## config.mk

```make
export PLATFORM = sky130hd
export DESIGN_NAME = pool_relu_stream
export DESIGN_NICKNAME = d
export VERILOG_FILES = /design/src/rtl/pool_relu_stream_pkg.sv /design/src/rtl/pool_fifo2.sv /design/src/rtl/pool_relu_stream.sv
export SDC_FILE = /design/constraint.sdc
export NUM_CORES = 1
export LEC_CHECK = 0
export ABC_AREA = 0
export BUFFER_PORTS_ARGS = -buffer_cell sky130_fd_sc_hd__clkbuf_2
export CORE_ASPECT_RATIO = 0.6
export CORE_MARGIN = 3
export CORE_UTILIZATION = 60
export CTS_CLUSTER_DIAMETER = 200
export DETAILED_ROUTE_END_ITERATION = 10
export PLACE_DENSITY = 0.9
export SLEW_MARGIN = 20
export SYNTH_ARGS = -nofsm -noshare
export SYNTH_HDL_FRONTEND = slang
export SYNTH_HIERARCHICAL = 1
export SYNTH_SLANG_ARGS = --single-unit
```

## constraint.sdc

```tcl
create_clock -name clk -period 7.96 [get_ports clk]
set_clock_uncertainty 0.2 [all_clocks]
set_input_delay 0.796 -clock clk [delete_from_list [all_inputs] [get_ports clk]]
set_output_delay 0.796 -clock clk [all_outputs]
set_load 0.01 [all_outputs]
```

## src/rtl/pool_relu_stream_pkg.sv

```systemverilog
// Shared types for the pooled output stream: sample width, default geometry, FIFO entry.
// No logic; signed max helper used by the pooling datapath.
package pool_relu_stream_pkg;
    localparam int WIDTH_DEF = 16;
    localparam int LEN_DEF   = 32;
    localparam int POOL_DEF  = 2;

    typedef logic signed [WIDTH_DEF-1:0] sample_t;

    typedef struct packed {
        sample_t data;
        logic    last;
    } pool_entry_t;

    function automatic sample_t smax(input sample_t a, input sample_t b);
        return (b > a) ? b : a;
    endfunction
endpackage

```

## src/rtl/pool_fifo2.sv

```systemverilog
// Purpose: 2-entry valid/ready FIFO of pooled entries.
// Latency: a push is visible at the head the cycle after the push edge.
// Backpressure: in_rdy drops when both entries are occupied; head reads 0 when empty.
module pool_fifo2
    import pool_relu_stream_pkg::*;
(
    input  logic        clk,
    input  logic        rst_n,
    input  logic        in_vld,
    output logic        in_rdy,
    input  pool_entry_t in_dat,
    output logic        out_vld,
    input  logic        out_rdy,
    output pool_entry_t out_dat
);
    pool_entry_t mem0_q, mem0_d, mem1_q, mem1_d;
    logic        wr_ptr_q, wr_ptr_d, rd_ptr_q, rd_ptr_d;
    logic [1:0]  cnt_q, cnt_d;
    logic        push, pop;

    assign in_rdy  = (cnt_q != 2'd2);
    assign out_vld = (cnt_q != 2'd0);
    assign out_dat = !out_vld ? '0 : (rd_ptr_q ? mem1_q : mem0_q);
    assign push    = in_vld & in_rdy;
    assign pop     = out_vld & out_rdy;

    always_comb begin
        mem0_d   = mem0_q;
        mem1_d   = mem1_q;
        wr_ptr_d = wr_ptr_q;
        rd_ptr_d = rd_ptr_q;
        cnt_d    = cnt_q;
        if (push) begin
            if (wr_ptr_q) mem1_d = in_dat;
            else          mem0_d = in_dat;
            wr_ptr_d = ~wr_ptr_q;
        end
        if (pop) rd_ptr_d = ~rd_ptr_q;
        // Simultaneous push and pop leaves the occupancy unchanged.
        if (push && !pop)      cnt_d = cnt_q + 2'd1;
        else if (pop && !push) cnt_d = cnt_q - 2'd1;
    end

    always_ff @(posedge clk or negedge rst_n) begin
        if (!rst_n) begin
            mem0_q   <= '0;
            mem1_q   <= '0;
            wr_ptr_q <= 1'b0;
            rd_ptr_q <= 1'b0;
            cnt_q    <= 2'd0;
        end else begin
            mem0_q   <= mem0_d;
            mem1_q   <= mem1_d;
            wr_ptr_q <= wr_ptr_d;
            rd_ptr_q <= rd_ptr_d;
            cnt_q    <= cnt_d;
        end
    end
endmodule

```

## src/rtl/pool_relu_stream.sv

```systemverilog
// Purpose: non-overlapping 1-D signed max pooling with optional ReLU over LEN-word vectors.
// Latency: window-closing sample at edge k appears at m_data_out_z after edge k.
// Backpressure: s_ready_y follows FIFO occupancy (<2) only; held low during reset.
module pool_relu_stream
    import pool_relu_stream_pkg::*;
#(
    parameter int WIDTH  = WIDTH_DEF,
    parameter int LEN    = LEN_DEF,
    parameter int POOL   = POOL_DEF,
    parameter int RELU   = 1,
    parameter int LOGLEN = 6
) (
    input  logic             clk,
    input  logic             reset,
    input  logic [WIDTH-1:0] s_data_in_y,
    input  logic             s_valid_y,
    output logic             s_ready_y,
    output logic [WIDTH-1:0] m_data_out_z,
    output logic             m_valid_z,
    input  logic             m_ready_z,
    output logic             m_last_z
);
    logic [LOGLEN-1:0] win_idx_q, win_idx_d, elem_cnt_q, elem_cnt_d;
    sample_t           acc_q, acc_d, sample, mx, res;
    logic              accept, close, is_last, fifo_in_rdy;
    pool_entry_t       push_dat, head;

    assign sample    = s_data_in_y;
    assign s_ready_y = reset & fifo_in_rdy;
    assign accept    = s_valid_y & s_ready_y;
    assign is_last   = (elem_cnt_q == LOGLEN'(LEN - 1));
    assign close     = (win_idx_q == LOGLEN'(POOL - 1)) || is_last;
    assign mx        = (win_idx_q == '0) ? sample : smax(acc_q, sample);
    assign res       = (RELU != 0 && mx[WIDTH-1]) ? sample_t'(0) : mx;

    always_comb begin
        acc_d         = acc_q;
        win_idx_d     = win_idx_q;
        elem_cnt_d    = elem_cnt_q;
        push_dat.data = res;
        push_dat.last = is_last;
        if (accept) begin
            acc_d      = mx;
            win_idx_d  = close ? '0 : win_idx_q + 1'b1;
            // Wrapping here lets the next vector follow with no idle cycle.
            elem_cnt_d = is_last ? '0 : elem_cnt_q + 1'b1;
        end
    end

    always_ff @(posedge clk or negedge reset) begin
        if (!reset) begin
            acc_q      <= '0;
            win_idx_q  <= '0;
            elem_cnt_q <= '0;
        end else begin
            acc_q      <= acc_d;
            win_idx_q  <= win_idx_d;
            elem_cnt_q <= elem_cnt_d;
        end
    end

    pool_fifo2 u_fifo (
        .clk     (clk),
        .rst_n   (reset),
        .in_vld  (accept & close),
        .in_rdy  (fifo_in_rdy),
        .in_dat  (push_dat),
        .out_vld (m_valid_z),
        .out_rdy (m_ready_z),
        .out_dat (head)
    );

    assign m_data_out_z = head.data;
    assign m_last_z     = head.last;
endmodule
```

==> impl_metrics.toml, run 1 <==
[cells_and_area]
drive_gt1_share_pct = 27.68
n_antenna_cell = 0
multi_input_area_sq_um = 2172
fin_nets = 455
seq_area_sq_um = 1652
fillerInstances = 470
synthToLayoutAreaGrowth_pct = 13.26

[critical_path]
worstPathArrival_ns = 4.17
cp_slowest_stage_delay_ns = 0.97
start_kind = "input port"
reg2reg_depth = 9
path_buf_inv = 2
end_kind = "flop"
path_max_fanout = 17
path_delay_family = "compound AO/OA/AOI/OAI gates"
r2r-start = "acc_q[15]$_DFFE_PN0P_"
crit_required_ns = 8.03
cp_slowest_cell = "a311oi_2"
rr_endpoint = "u_fifo/mem0_q[1]$_DFFE_PN0P_"
path_cells = "clkbuf_2, ha_1, and4_1, nand4b_1, a311oi_2, nor3_4, buf_4, o31ai_1, mux2_2"
r2r_slack_ns = 3.97
critical_path_class = "in2reg"

[logic_synthesis]
syn_area_per_cell_sq_um = 10.67
synth-compound-area-share_pct = 13.91
synth-xor-area-share_pct = 1.501
synth_area_sq_um = 4085
synthSimpleGateAreaFrac_pct = 14.89
synth_top_family_by_area = "multiplexers"
yosys.area.top_type_share_pct = 40.43
synthDistinctLibCells = 50
synth_fa_ha_area_share_pct = 6.432
yosysMostFrequentCell = "dfrtp_1"
synth-edff-count = 0
synthTopCellsByCount = "dfrtp_1, nand2_1, inv_1"
ys_seq_elements = 66
ys_seq_area_share_pct = 40.43
netlist_instances = 383
synthArstFlopShare_pct = 100.0
synth.area.mux_share_pct = 15.90
synthFlopType = "dfrtp_1"
yosysTopAreaCell = "dfrtp_1"
yosysWarnings = 6
ys_top_cells_by_area = "dfrtp_1, mux2_4, ha_1"

[clock_tree]
cts_sinks = 66
cts_resized = 0
clk_latency_ns = 0.33
cts_tree = "yes"
numCtsBuffers = 9
cts_setup_buffers = 0
clk_pin_slew_ns = 0.05
holdBufCountCts = 0
htreeDepth = 3
cts.root.buffer_cell = "clkbuf_16"
cts_buffer_depth = 2

[detailed_routing]
wl_mm = 9.429
dr.pass1.iters = 5
via_per_inst = 6.097
drc_errors = 0
antenna_left = 0
wl_per_cell_microns = 18.75
first_iter_violations = 308
vias = 3067

[sta]
max_freq_mhz = 244.0
drv_slew = 0
rsz0062_at_grt = "false"
setup_tns_ns = 0
finalHoldViolCount = 0
worst_slack_ns = 3.861
tightest_slew_ns = 1.075
layout_min_cycle_time_ns = 4.099
hold-worst-slack_ns = 0.3034
setup_viol = 0
period_share_pct = 51.49
relSlewSlack_pct = 28.33

[global_route]
grt_pass1_vias = 3040
grt_pass1_wl_mm = 15.70
track_usage_pct = 25.37
grt_max_degree = 69
overflow = 0
grt_antenna_before_repair = 0

[hold_path]
hold_end = "elem_cnt_q[4]$_DFFE_PN0P_"
holdCritStartpoint = "elem_cnt_q[4]$_DFFE_PN0P_"
min_path_cells = 1
hold_class = "reg2reg"

[floorplan]
die_area_sq_um = 7867
rows = 22
initial_utilization_pct = 64.25
num_io_pins = 39
die_x_microns = 112.5
core_sq_um = 6359
die_h_microns = 69.92

[pwr]
cellPowerDensity_nw_per_um2 = 349.3
ir_worst_vdd_v = 0.0002407
power_leakage_nw = 2.273

[placement]
dpl.hpwl_mm = 6.672
io_buffers = 38
place.gp.congestion = 0.8630
dpl_worst_slack_ns = 3.465

[status]
status = "finished clean"

[flow_run]
maxCapViolations = 0
-- kinds of logic (layout without fill, tap and decap cells) --
| kind of cell | count (synthesis) | in the layout |
|---|---|---|
| flops | 66 | 66 |
| buf+inv | 57 | 92 |
| xor+xnor | 7 | 7 |
| mux | 53 | 53 |
| fa+ha+maj | 21 | 21 |
| other cells | 1 | 2 |
| compound gates | 60 | 60 |
| simple gates | 118 | 118 |
-- worst max-delay path by stage --
stage | slack (ns) | depth (start not counted) | end | from
5_1_grt | 3.61 | 9 | u_fifo/mem0_q[1]$_DFFE_PN0P_ | s_data_in_y[15]
2_1_floorplan | 4.91 | 8 | u_fifo/mem1_q[10]$_DFFE_PN0P_ | s_data_in_y[7]
4_1_cts | 3.80 | 7 | u_fifo/mem0_q[0]$_DFFE_PN0P_ | reset
6_report | 3.86 | 9 | u_fifo/mem0_q[1]$_DFFE_PN0P_ | s_data_in_y[15]
3_5_place_dp | 3.47 | 7 | u_fifo/mem0_q[3]$_DFFE_PN0P_ | reset
3_3_place_gp | 3.64 | 7 | u_fifo/mem0_q[3]$_DFFE_PN0P_ | reset
-- registers in the layout, summed over array words and instances, names as in the netlist --
register,cells
u_fifo/mem0_q,17
u_fifo/mem1_q,17
acc_q,16
elem_cnt_q,6
win_idx_q,6
u_fifo/cnt_q,2
u_fifo/rd_ptr_q,1
u_fifo/wr_ptr_q,1
-- area by class of cell --
| cell class | instances | area share (%) |
|---|---|---|
| Tap cell | 84 | 2.272 |
| Sequential cell | 66 | 35.69 |
| Timing Repair Buffer | 41 | 4.597 |
| Clock inverter | 4 | 2.109 |
| Multi-Input combinational cell | 261 | 46.94 |
| Clock buffer | 12 | 5.544 |
| Inverter | 35 | 2.839 |
-- power breakdown --
group / internal (mW) / leakage, nW / switching, mW
sequential: 0.440 / 0.863 / 0.113
clock: 0.323 / 0.169 / 0.144
combinational: 0.256 / 1.24 / 0.340
total: 1.02 / 2.27 / 0.597
-- layer usage --
metal / global-route usage (%) / up-vias / routed length, microns
met3: 7.879 / 17 / 849
met1: 36.65 / 1500 / 4221
met2: 36.77 / 120 / 4219
met4: 7.467 / 0 / 139
met5: 0 / - / 0
li1: - / 1430 / -
-- cell usage in the layout (no fill, tap or decap), types with 2 or more instances in the layout --
cell type / instances
nand4_1: 6
mux2_2: 15
nor3_1: 2
dfrtp_1: 66
mux2_4: 20
mux2i_1: 18
and3_1: 2
ha_1: 21
a21oi_1: 7
buf_4: 3
clkbuf_2: 38
a21o_1: 3
clkbuf_16: 9
o32ai_2: 14
inv_1: 35
conb_1: 2
and2_1: 2
xor2_1: 3
o31ai_1: 16
or4_1: 15
nand3_1: 5
xnor2_1: 4
o21ai_0: 10
nand2_1: 48
clkbuf_8: 2
nor2_1: 25
bufinv_16: 3
-- per-stage QoR --
step           util [%]  power, mW  area [sq um]  cells
2_1_floorplan         -     0.9809          4089    384
3_3_place_gp      67.06      1.098          4264    487
3_5_place_dp      67.06      1.137          4264    487
4_1_cts           72.63      1.613          4618    503
5_1_grt           72.77      1.715          4627    503
6_report          72.77      1.616          4627    503
Power figures use the tool's default switching activity.
==> inputs of run 2 (changes only) <==
--- a/config.mk
+++ b/config.mk
@@ -5,7 +5,7 @@
 export SDC_FILE = /design/constraint.sdc
 export NUM_CORES = 1
 export LEC_CHECK = 0
-export ABC_AREA = 0
+export ABC_AREA = 1
 export BUFFER_PORTS_ARGS = -buffer_cell sky130_fd_sc_hd__clkbuf_2
 export CORE_ASPECT_RATIO = 0.6
 export CORE_MARGIN = 3
==> constraint.sdc (replaced) <==
create_clock -name clk -period 4.2 [get_ports clk]
set_clock_uncertainty 0.2 [all_clocks]
set_input_delay 0.42 -clock clk [delete_from_list [all_inputs] [get_ports clk]]
set_output_delay 0.42 -clock clk [all_outputs]
set_load 0.01 [all_outputs]
==> run 2 against run 1 <==
  * Non-clock buffer count unchanged
  * Count of clock-buffer cells in the layout decreased by 1
  * Worst hold slack worse by 0.22 ns
  * Sequential power rose by 70%
  * Global-route usage is 0.80 points higher
  * Area after synthesis is 2.6% lower
  * Sequential cell count did not move
  * Setup slack worse by 2.7 ns
  * Clock power is 5.8% higher
  * Highest routed layer unchanged
==> impl_metrics.toml, run 2 <==
[floorplan]
initial_utilization_pct = 63.40
rows = 22
num_io_pins = 39
die_x_microns = 111.1
die_h_microns = 69.08
die_area_sq_um = 7676
core_sq_um = 6276

[global_route]
overflow = 0
grt_pass1_vias = 3608
track_usage_pct = 26.18
grt_pass1_wl_mm = 16.42
grt_antenna_before_repair = 0
grt_max_degree = 67

[critical_path]
rr_endpoint = "win_idx_q[4]$_DFFE_PN0P_"
end_kind = "primary output"
critical_path_class = "reg2out"
path_max_fanout = 19
start_kind = "flop"
cp_slowest_stage_delay_ns = 0.81
cp-startpoint = "u_fifo/rd_ptr_q$_DFFE_PN0P_"
r2r_slack_ns = 1.25
crit_required_ns = 3.58
r2r-start = "u_fifo/cnt_q[0]$_DFFE_PN0P_"
path_cells = "clkinv_1, nand2_1, a21oi_1, clkbuf_2"
cp_slowest_cell = "dfrtp_1"
reg2reg_depth = 10
worstPathArrival_ns = 2.38

[logic_synthesis]
synth_area_sq_um = 3979
syn_area_per_cell_sq_um = 7.368
yosysWarnings = 6
synthFlopType = "dfrtp_1"
yosysTopAreaCell = "dfrtp_1"
ys_seq_elements = 66
synthDistinctLibCells = 28
ys_seq_area_share_pct = 41.51
synth-edff-count = 0
synthArstFlopShare_pct = 100.0
ys_top_cells_by_area = "dfrtp_1, nand2_1, ha_1"
netlist_instances = 540
yosysMostFrequentCell = "nand2_1"
synthTopCellsByCount = "nand2_1, dfrtp_1, inv_1"
yosys.area.top_type_share_pct = 41.51

[cells_and_area]
drive_gt1_share_pct = 12.57
multi_input_area_sq_um = 1956
fillerInstances = 529
synthToLayoutAreaGrowth_pct = 8.836
final_cell_mix = "nand2_1, dfrtp_1, inv_1"
reg.largest.list = "u_fifo/mem0_q: 17 flops, u_fifo/mem1_q: 17 flops, acc_q: 16 flops"
layout_commonest_cell = "nand2_1"
final_cells = 657
n_antenna_cell = 0
seq_area_sq_um = 1652
fin_nets = 609

[sta]
drv_slew = 0
rsz0062_at_grt = "false"
setup_tns_ns = 0
setup_viol = 0
period_share_pct = 71.32
layout_min_cycle_time_ns = 2.995
max_freq_mhz = 333.8
relSlewSlack_pct = 44.14
tightest_slew_ns = 0.8371
finalHoldViolCount = 0

[flow_run]
maxCapViolations = 0

[detailed_routing]
vias = 3659
drc_errors = 0
antenna_left = 0
wl_mm = 9.630
via_per_inst = 5.569
first_iter_violations = 322
wl_per_cell_microns = 14.66
dr.pass1.iters = 5

[clock_tree]
clk_latency_ns = 0.35
cts_tree = "yes"
cts_sinks = 66
numCtsBuffers = 9
cts_resized = 0
htreeDepth = 3
cts_setup_buffers = 0
cts_buffer_depth = 2
holdBufCountCts = 0
cts.root.buffer_cell = "clkbuf_8"
clk_pin_slew_ns = 0.07

[pwr]
cellPowerDensity_nw_per_um2 = 617.5
power_leakage_nw = 2.442
ir_worst_vdd_v = 0.0003240

[placement]
dpl.hpwl_mm = 6.625
io_buffers = 38
placed_cells = 641
place.gp.congestion = 0.8236

[status]
status = "finished clean"

[hold_path]
hold_class = "in2async"
run 2: report_power, final:
group	total, mW	internal, mW	switching [mW]
combinational	1.24	0.369	0.871
sequential	0.940	0.789	0.151
clock	0.494	0.243	0.251
run 2: worst max path at each step:
| stage | end | slack [ns] |
|---|---|---|
| 2_1_floorplan | u_fifo/cnt_q[1]$_DFFE_PN0P_ | 1.74 |
| 3_3_place_gp | win_idx_q[4]$_DFFE_PN0P_ | 1.40 |
| 3_5_place_dp | win_idx_q[4]$_DFFE_PN0P_ | 1.30 |
| 4_1_cts | m_data_out_z[0] | 1.20 |
| 5_1_grt | m_data_out_z[3] | 0.97 |
| 6_report | m_data_out_z[0] | 1.20 |
run 2: area by class of cell:
cell class                 count  share of cell area [%]
clock inverter                 5                  0.6645
inverter                      60                   5.201
multi-input combinational    390                   45.16
timing repair buffer          41                   4.912
tap                           84                   2.427
clock buffer                  11                   3.496
sequential                    66                   38.14
run 2: worst max-delay path, delay by kind of cell, from the launching register on:
kind            cells  cell delay [ns]
buf+inv             2             0.90
flops               1             0.81
simple gates        1             0.19
compound gates      1             0.12
run 2: kinds of logic (layout without fill, tap and decap cells):
logic type	Yosys count	in the layout	share of synthesized area [%]
compound gates	33	33	4.245
fa+ha+maj	21	21	6.604
simple gates	329	329	36.95
flops	66	66	41.51
other cells	1	2	0.09425
xor+xnor	5	5	1.101
buf+inv	85	117	9.497
run 2: routing by layer:
layer  vias up  GRT usage (%)  wire (microns)
met5         -              0               0
met4         0          9.042             165
met3        18          6.930             575
met2       124          41.47            4503
met1      1729          35.12            4386
li1       1788              -               -
run 2: metrics by stage:
stage	setup WS (ns)	hold WS (ns)	instance area [sq um]	util, %	total power [mW]
final	1.205	0.07853	4330	69.00	2.674
after global routing	0.9714	0.1187	4330	69.00	2.889
after detailed placement	1.298	0.2584	4150	66.13	2.172
after global placement	1.403	0.2547	4150	66.13	2.091
after floorplan	1.740	-0.07559	3983	-	1.913
after CTS	1.205	0.1020	4330	69.00	2.671
==> inputs of run 3 (changes only) <==
--- a/config.mk
+++ b/config.mk
@@ -9,10 +9,10 @@
 export BUFFER_PORTS_ARGS = -buffer_cell sky130_fd_sc_hd__clkbuf_2
 export CORE_ASPECT_RATIO = 0.6
 export CORE_MARGIN = 3
-export CORE_UTILIZATION = 60
+export CORE_UTILIZATION = 54
 export CTS_CLUSTER_DIAMETER = 200
 export DETAILED_ROUTE_END_ITERATION = 10
-export PLACE_DENSITY = 0.9
+export PLACE_DENSITY = 0.86
 export SLEW_MARGIN = 20
 export SYNTH_ARGS = -nofsm -noshare
 export SYNTH_HDL_FRONTEND = slang
==> constraint.sdc (replaced) <==
create_clock -name clk -period 2.7 [get_ports clk]
set_clock_uncertainty 0.2 [all_clocks]
set_input_delay 0.27 -clock clk [delete_from_list [all_inputs] [get_ports clk]]
set_output_delay 0.27 -clock clk [all_outputs]
set_load 0.01 [all_outputs]
==> run 3 against run 2 <==
  * Sequential share of layout area fell by 2.3 points
  * Worst hold slack barely moved
  * First-iteration DRC count rose by 20%
  * Die area grew 10%
  * Count of clock-buffer cells in the layout stayed put
  * Largest cell class unchanged
  * Non-clock buffer count rose by 10
  * Clock power increased by 140%
  * Cell count grew 2.0%
  * Via count up 1.6%
==> impl_metrics.toml, run 3 (same netlist as run 2, synthesis figures left out) <==
[status]
status = "finished clean"

[pwr]
cellPowerDensity_nw_per_um2 = 1043
p_int_mw = 2.703
sw_frac_of_total_pct = 43.82
comb_power_share_pct = 45.8
p_switching_mw = 2.108
seq_power_share_pct = 29.1
power_mw = 4.811
pwr-share-clk_pct = 25.1
power_leakage_nw = 2.541
ir_worst_vdd_v = 0.0005281

[clock_tree]
cts_sinks = 66
cts_tree = "yes"
clk_pin_slew_ns = 0.06
numCtsBuffers = 9
clk_latency_ns = 0.34
cts_buffer_depth = 2
cts.root.buffer_cell = "clkbuf_16"
htreeDepth = 3

[hold_path]
hold_end = "acc_q[14]$_DFFE_PN0P_"
min_path_cells = 5
hold_class = "in2reg"
holdCritStartpoint = "s_data_in_y[14]"

[cells_and_area]
synthToLayoutAreaGrowth_pct = 15.88
fin_nets = 619
n_antenna_cell = 0
final_cell_mix = "nand2_1, dfrtp_1, inv_1"
layout_commonest_cell = "nand2_1"
drive_gt1_share_pct = 15.61
seq_area_sq_um = 1652
multi_input_area_sq_um = 2014
reg.largest.list = "u_fifo/mem0_q: 17 flops, u_fifo/mem1_q: 17 flops, acc_q: 16 flops"
finalInstanceArea_sq_um = 4611
fillerInstances = 593

[floorplan]
die_x_microns = 116.8
rows = 23
die_h_microns = 72.49
num_io_pins = 39
die_area_sq_um = 8468
initial_utilization_pct = 57.61
core_sq_um = 6907

[critical_path]
rr_endpoint = "u_fifo/mem1_q[15]$_DFFE_PN0P_"
start_kind = "flop"
path_max_fanout = 17
worstPathArrival_ns = 2.59
end_kind = "flop"
r2r_slack_ns = 0.18
crit_required_ns = 2.77
reg2reg_depth = 13
critical_path_class = "reg2reg"
r2r-start = "acc_q[15]$_DFFE_PN0P_"

[global_route]
overflow = 0
grt_pass1_wl_mm = 16.01
grt_antenna_before_repair = 0
grt_pass1_vias = 3494
track_usage_pct = 24.17
grt_max_degree = 67

[detailed_routing]
wl_mm = 9.587
dr.pass1.iters = 5
antenna_left = 0
via_per_inst = 5.551
vias = 3719
drc_errors = 0
first_iter_violations = 385
wl_per_cell_microns = 14.31

[placement]
place.gp.congestion = 0.8644
io_buffers = 38
dpl.hpwl_mm = 6.719
postPlaceCellArea_sq_um = 4207

[sta]
drv_slew = 0
finalHoldViolCount = 0
setup_tns_ns = 0
tightest_slew_ns = 0.8355
period_share_pct = 93.41
layout_min_cycle_time_ns = 2.522
rsz0062_at_grt = "true"
relSlewSlack_pct = 44.30
max_freq_mhz = 396.5
setup_viol = 0

[flow_run]
maxCapViolations = 0
==> run 3: cell types whose count changed in the layout (fill, tap and decap cells not counted), moves of 2 or more <==
cell | before | now
clkbuf_16 | 0 | 9
nand2_4 | 3 | 1
clkbuf_8 | 11 | 2
clkinv_2 | 4 | 0
nor2_2 | 4 | 13
nor2_1 | 27 | 17
buf_4 | 3 | 10
nand2_8 | 0 | 2
dlygate4sd3_1 | 0 | 2
clkinvlp_4 | 0 | 3
==> run 3: cell type report <==
cell class | count | share of cell area (%)
multi-input cells | 390 | 43.69
flip-flops and latches | 66 | 35.82
repair buffers | 51 | 6.431
clock buffers | 11 | 5.482
inverters | 60 | 4.885
well taps | 87 | 2.361
clock inverters | 5 | 1.330
==> run 3: worst max-delay path, cell delays in order (launching register included) <==
cell and delay [ns]:
dfrtp_1 0.37, inv_1 0.07, ha_1 0.33, a21oi_1 0.16, o21ai_0 0.10, nor2_1 0.16, nand3_1 0.15, nand3_4 0.14
nand2_8 0.12, nand2_4 0.12, nand2_8 0.10, nor2_2 0.16, nand4_1 0.14, nand2_1 0.12
==> run 3: worst max path at each step <==
stage                           startpoint                            end  slack (ns)  depth (start not counted)
2_1_floorplan  u_fifo/cnt_q[0]$_DFFE_PN0P_    u_fifo/cnt_q[1]$_DFFE_PN0P_        0.24                         16
3_3_place_gp     elem_cnt_q[1]$_DFFE_PN0P_   u_fifo/mem0_q[3]$_DFFE_PN0P_        0.15                         11
3_5_place_dp     elem_cnt_q[1]$_DFFE_PN0P_   u_fifo/mem0_q[3]$_DFFE_PN0P_         0.1                         11
4_1_cts          elem_cnt_q[1]$_DFFE_PN0P_  u_fifo/mem0_q[14]$_DFFE_PN0P_        0.04                         11
5_1_grt               acc_q[7]$_DFFE_PN0P_  u_fifo/mem1_q[11]$_DFFE_PN0P_      -0.004                         15
6_report             acc_q[15]$_DFFE_PN0P_  u_fifo/mem1_q[15]$_DFFE_PN0P_        0.18                         13
==> run 3: metal layers <==
metal  track usage [%]  vias up  share of wire [%]  routed length, microns
met5                 0        -                  0                       0
met4             7.252        0               0.95                      91
met3             6.417       15                7.6                     731
met2             38.12      156                 45                    4352
met1             32.89     1732                 46                    4412
li1                  -     1816                  -                       -
==> run 3: power by group through the flow <==
stage          Combinational (mW)  Clock [mW]  Sequential (mW)
2_1_floorplan                1.61           0             1.37
3_3_place_gp                 1.94           0             1.40
3_5_place_dp                 2.02           0             1.41
4_1_cts                      2.03        1.22             1.40
5_1_grt                      2.50        1.27             1.43
6_report                     2.20        1.21             1.40
==> run 3: metrics by stage <==
stage / hold slack, ns / worst slack (ns) / instances / util [%]
after floorplan: -0.2256 / 0.2405 / 541 / -
after global placement: 0.2560 / 0.1517 / 651 / 60.91
after detailed placement: 0.2586 / 0.09690 / 651 / 60.91
after CTS: 0.07366 / 0.04463 / 669 / 65.74
after global routing: 0.1053 / -0.004224 / 670 / 66.76
final: 0.07882 / 0.1779 / 670 / 66.76
==> run 3: what timing repair did <==
item                                   in CTS  in global routing
resized for setup                           0                 16
hold buffers                                2                  0
endpoints found under the hold margin      23                  0
setup endpoints to repair                   0                 33
setup buffers                               0                  1
